$ cat src/rtl/cond_branch_unit.sv
// rtl/cond_branch_unit.sv - EX/MEM flag register, conditional branch resolution and taken-branch counter
//
// Purpose:
//   Sits after the ALU in EX. Holds the architectural NZCV flags, resolves
//   B.cond / CBZ / CBNZ and registers result, branch decision and valid into MEM.
//   Also keeps a saturating count of taken conditional branches.
//
// Ports:
//   clk, reset (async, active-low)
//   stall, flush                - pipeline control (stall has priority)
//   ex_valid, alu_result        - EX-stage instruction and its ALU result
//   alu_zero                    - result == 0, used by CBZ/CBNZ
//   write_flags, negative, zero_flag, carry, overflow - flag update from ALU
//   is_bcond, is_cbz, is_cbnz, cond - branch decode
//   mem_valid, mem_result, mem_branch_taken - MEM-stage registers
//   nzcv                        - architectural flags {N,Z,C,V}
//   taken_count                 - saturating taken-branch counter

module cond_branch_unit #(
  parameter int N     = 64,
  parameter int CNT_W = 32
) (
  input  logic             clk,
  input  logic             reset,
  input  logic             stall,
  input  logic             flush,
  input  logic             ex_valid,
  input  logic [N-1:0]     alu_result,
  input  logic             alu_zero,
  input  logic             write_flags,
  input  logic             zero_flag,
  input  logic             negative,
  input  logic             carry,
  input  logic             overflow,
  input  logic             is_bcond,
  input  logic             is_cbz,
  input  logic             is_cbnz,
  input  logic [3:0]       cond,
  output logic             mem_valid,
  output logic [N-1:0]     mem_result,
  output logic             mem_branch_taken,
  output logic [3:0]       nzcv,
  output logic [CNT_W-1:0] taken_count
);

  logic flag_n, flag_z, flag_c, flag_v;
  logic cond_true;
  logic taken;
  logic fire;
  logic is_branch;

  // B.cond sets no flags, so it is always evaluated against the registered
  // flags; a flag-setting op in the previous cycle is already visible here.
  assign {flag_n, flag_z, flag_c, flag_v} = nzcv;

  always_comb begin
    cond_true = 1'b0;
    case (cond)
      4'b0000: cond_true = flag_z;
      4'b0001: cond_true = ~flag_z;
      4'b0010: cond_true = flag_c;
      4'b0011: cond_true = ~flag_c;
      4'b0100: cond_true = flag_n;
      4'b0101: cond_true = ~flag_n;
      4'b0110: cond_true = flag_v;
      4'b0111: cond_true = ~flag_v;
      4'b1000: cond_true = flag_c & ~flag_z;
      4'b1001: cond_true = ~flag_c | flag_z;
      4'b1010: cond_true = (flag_n == flag_v);
      4'b1011: cond_true = (flag_n != flag_v);
      4'b1100: cond_true = ~flag_z & (flag_n == flag_v);
      4'b1101: cond_true = flag_z | (flag_n != flag_v);
      default: cond_true = 1'b1;
    endcase
  end

  // Decode is nominally one-hot; if several strobes are set the terms simply OR.
  assign taken     = (is_bcond & cond_true) | (is_cbz & alu_zero) | (is_cbnz & ~alu_zero);
  assign is_branch = is_bcond | is_cbz | is_cbnz;
  assign fire      = ex_valid & ~stall & ~flush;

  always_ff @(posedge clk or negedge reset) begin
    if (!reset) begin
      mem_valid        <= 1'b0;
      mem_result       <= '0;
      mem_branch_taken <= 1'b0;
      nzcv             <= 4'b0000;
      taken_count      <= '0;
    end else if (!stall) begin
      if (flush) begin
        mem_valid        <= 1'b0;
        mem_branch_taken <= 1'b0;
        mem_result       <= '0;
      end else begin
        mem_valid        <= ex_valid;
        mem_result       <= alu_result;
        mem_branch_taken <= ex_valid & taken;
        // Bubbles may carry junk flag strobes; only real instructions write.
        if (fire && write_flags) begin
          nzcv <= {negative, zero_flag, carry, overflow};
        end
        if (fire && taken && is_branch && (taken_count != {CNT_W{1'b1}})) begin
          taken_count <= taken_count + CNT_W'(1);
        end
      end
    end
  end

endmodule

$ cat config.mk
export PLATFORM = sky130hd
export DESIGN_NAME = cond_branch_unit
export DESIGN_NICKNAME = d
export VERILOG_FILES = /design/src/rtl/cond_branch_unit.sv
export SDC_FILE = /design/constraint.sdc
export NUM_CORES = 1
export LEC_CHECK = 0
export ABC_AREA = 1
export CAP_MARGIN = 15
export CORE_MARGIN = 5
export CORE_UTILIZATION = 49
export CTS_CLUSTER_SIZE = 24
export DETAILED_ROUTE_END_ITERATION = 10
export GPL_TIMING_DRIVEN = 0
export HOLD_SLACK_MARGIN = 0.03
export PLACE_DENSITY = 0.87
export SLEW_MARGIN = 10
export SYNTH_ARGS = -nofsm -noshare
export SYNTH_HDL_FRONTEND = slang
export SYNTH_SLANG_ARGS = --single-unit
$ cat constraint.sdc
create_clock -name clk -period 2.4 [get_ports clk]
set_input_delay 0.36 -clock clk [delete_from_list [all_inputs] [get_ports clk]]
set_output_delay 0.36 -clock clk [all_outputs]
set_load 0.03 [all_outputs]
==> impl_metrics.env <==
export IMPL_path_max_fanout=10
export IMPL_cts_num_sinks=102
export IMPL_io_pins=184
export IMPL_wl_um=15700
export IMPL_avgSynthCellArea_um2=7.64
export IMPL_antenna_found_initial=0
export IMPL_setup_viol_count_final=0
export IMPL_io_buffers=183
export IMPL_finalNetCount=943
export IMPL_yosys_register_bits=102
export IMPL_use_met1=0.293
export IMPL_area_delta_synth_final_pct=44.1
export IMPL_rsz0062_at_grt="false"
export IMPL_use_met2=0.434
export IMPL_ys_types=25
export IMPL_fillers=779
export IMPL_ctsResizeCount=0
export IMPL_timing_rr_start="taken_count[0]$_DFFE_PN0P_"
export IMPL_grt_start_max_net_pins=54
export IMPL_vias=5102
export IMPL_endpoint_kind="flip-flop"
export IMPL_vdd_drop_max_v=0.000336
export IMPL_hold_class="in -> async"
export IMPL_status="finished, final reports clean"
export IMPL_synth_yosys_seq_area_share=0.502
export IMPL_fin_crit_sh=0.913
export IMPL_rows=37
export IMPL_synth_edf_count=0
export IMPL_maxCapViolCount=0
export IMPL_leakage_nw=3.47
export IMPL_maxSlewHeadroom=0.549
export IMPL_critPathKind="reg -> reg"
export IMPL_max_freq_mhz=456
export IMPL_required_ns=2.70
export IMPL_diodes=0
export IMPL_drive_gt1_frac=0.0370
export IMPL_fin_area_mm2=0.00732
export IMPL_post_place_ws_ns=-0.0115
export IMPL_die_x_um=112
export IMPL_final_common_cell="nand2_1"
export IMPL_clockBufferDepth=2
export IMPL_yosys_warnings=0
export IMPL_top_usage_layer="met2"
export IMPL_die_area_mm2=0.0125
export IMPL_gp_congestion=0.953
export IMPL_final_min_clock_period_ns=2.19
export IMPL_start_util=0.497
export IMPL_core_area_mm2=0.0102
export IMPL_power_density_mw_per_mm2=565
export IMPL_mostFrequentLayoutCells="nand2_1, clkdlybuf4s50_1, dfrtp_1"
export IMPL_yosys_top_cells_area="dfrtp_1, nand2_1, inv_1"
export IMPL_via_per_inst=5.10
export IMPL_cts_hold_buf=0
export IMPL_drt_iter0_drc=282
export IMPL_htreeDepth=3
export IMPL_grt_pass1_vias=5246
export IMPL_drcViolationCount=0
export IMPL_ys_async_sr_fraction=1.00
export IMPL_clock_skew_ns=0.00616
export IMPL_grtUsageMet3=0.0739
export IMPL_yosysTopAreaCellShare=0.502
export IMPL_final_hold_violation_count=0
export IMPL_slew_viol_final=0
export IMPL_syn_area_mm2=0.00508
export IMPL_whs_ns=0.0119
export IMPL_startpoint="taken_count[0]$_DFFE_PN0P_"
export IMPL_worst_setup_path_start_kind="flip-flop"
export IMPL_wl_per_cell_um=15.7
export IMPL_tightest_slew_ns=0.672
export IMPL_seq_area_mm2=0.00255
export IMPL_dp_hpwl_um=12300
export IMPL_drt_first_pass_iters=5
export IMPL_clock_root_buffer="clkbuf_8"
export IMPL_syn_inst=665
export IMPL_grtUsageTotal=0.254
export IMPL_dpl_instance_area_mm2=0.00711
export IMPL_crit_arrival_ns=2.50
export IMPL_grt_ovfl_total=0
export IMPL_multi_input_area_mm2=0.00205
export IMPL_clock_latency_ns=0.37
export IMPL_grt_pass1_wl_um=25500
export IMPL_synth_fp_nets=748
export IMPL_synth_ff_type="dfrtp_1"
export IMPL_fp_dieH_um=112
export IMPL_crit_slowest_cell="dfrtp_1"
export IMPL_synth_area_leader_cell="dfrtp_1"
export IMPL_cts_tree="yes"
export IMPL_crit_top_cell="nand2_1"
export IMPL_crit_chain="ha_1 > nand2_1 > nor2_2 > nand3b_1 > nor2_2 > nand3_1 > nand2_1 > inv_2 > nand3_2 > buf_6 > nand2_1 > nand2_1"
export IMPL_max_stage_delay_ns=0.44
export IMPL_cts_inserted_buffers=9
export IMPL_timing_final_ws_setup_ns=0.209
export IMPL_antenna_left=0
export IMPL_cts_clk_slew_worst_paths_ns=0.10
export IMPL_postCtsSetupBuffers=0
## critical path: cells and delay by family (launching register included)
family / cells / cell delay, ns
fa+ha+maj: 1 / 0.23
simple gates: 9 / 1.21
buf+inv: 2 / 0.24
flops: 1 / 0.44
## flip-flops by register name, indices dropped and copies added, names as in the netlist
register	cells
taken_count	32
nzcv	4
mem_result	64
mem_valid	1
mem_branch_taken	1
## path summary, 6_finish.rpt
path | depth (start not counted) | slack, ns | to
worst min register to register | 2 | 0.49 | mem_result[6]$_DFFE_PN0N_
worst max-delay path | 12 | 0.21 | taken_count[22]$_DFFE_PN0P_
max in group asynchronous | 2 | 1.70 | mem_result[53]$_DFFE_PN0N_
min in group clk | 2 | 0.49 | mem_result[6]$_DFFE_PN0N_
worst min-delay path | 1 | 0.01 | taken_count[3]$_DFFE_PN0P_
worst max register to register | 12 | 0.21 | taken_count[22]$_DFFE_PN0P_
## per-stage QoR
| step | TNS (ns) | std cells | util | power, mW |
|---|---|---|---|---|
| final | 0 | 1000 | 0.715 | 4.13 |
| after global routing | 0 | 1000 | 0.715 | 4.31 |
| after CTS | 0 | 1000 | 0.715 | 4.15 |
| after detailed placement | -0.0146 | 985 | 0.695 | 2.97 |
| after global placement | -278.38 | 984 | 0.692 | 2.93 |
| after floorplan | 0 | 665 | - | 2.43 |
## logic make-up (layout without fill, tap and decap cells)
kind of cell             count (synthesis)  in the layout  share of synthesized area
AND/OR/NAND/NOR                        348            348                      0.290
buffers and inverters                  118            317                     0.0931
flip-flops                             102            102                      0.502
AO/OA/AOI/OAI                           73             73                     0.0719
XOR/XNOR                                22             22                     0.0379
adder cells (fa/ha/maj)                  1              1                    0.00246
multiplexers                             1              1                    0.00197
## metal layers
| metal | wire length (µm) | vias to the layer above |
|---|---|---|
| met2 | 7670 | 216 |
| met5 | 0 | - |
| met3 | 1370 | 34 |
| met4 | 547 | 0 |
| li1 | - | 2471 |
| met1 | 6080 | 2381 |
## Yosys cell counts (2+ instances only)
master and count:
inv_1 90, o21ai_0 66, nor3_1 8, nor2_2 2, a21oi_1 7, buf_2 6
buf_6 3, dfrtp_1 102, inv_2 2, clkbuf_1 17, nand3b_1 5, nand2_1 224
nor2_1 51, nand4_1 39, nand3_1 13, xnor2_1 4, xor2_1 18
## cell type report
class | count | share of cell area
clock inverters | 5 | 0.0115
well taps | 136 | 0.0233
flip-flops and latches | 102 | 0.349
clock buffers | 10 | 0.0174
plain buffers | 26 | 0.0174
inverters | 92 | 0.0472
multi-input cells | 445 | 0.281
repair buffers | 184 | 0.254
## power by group
group	total, mW	switching, mW	internal, mW
logic	0.996	0.575	0.421
clock network	1.20	0.612	0.587
registers	1.94	0.102	1.84
total	4.13	1.29	2.85
Note: power is estimated with default switching activity, not from simulation.
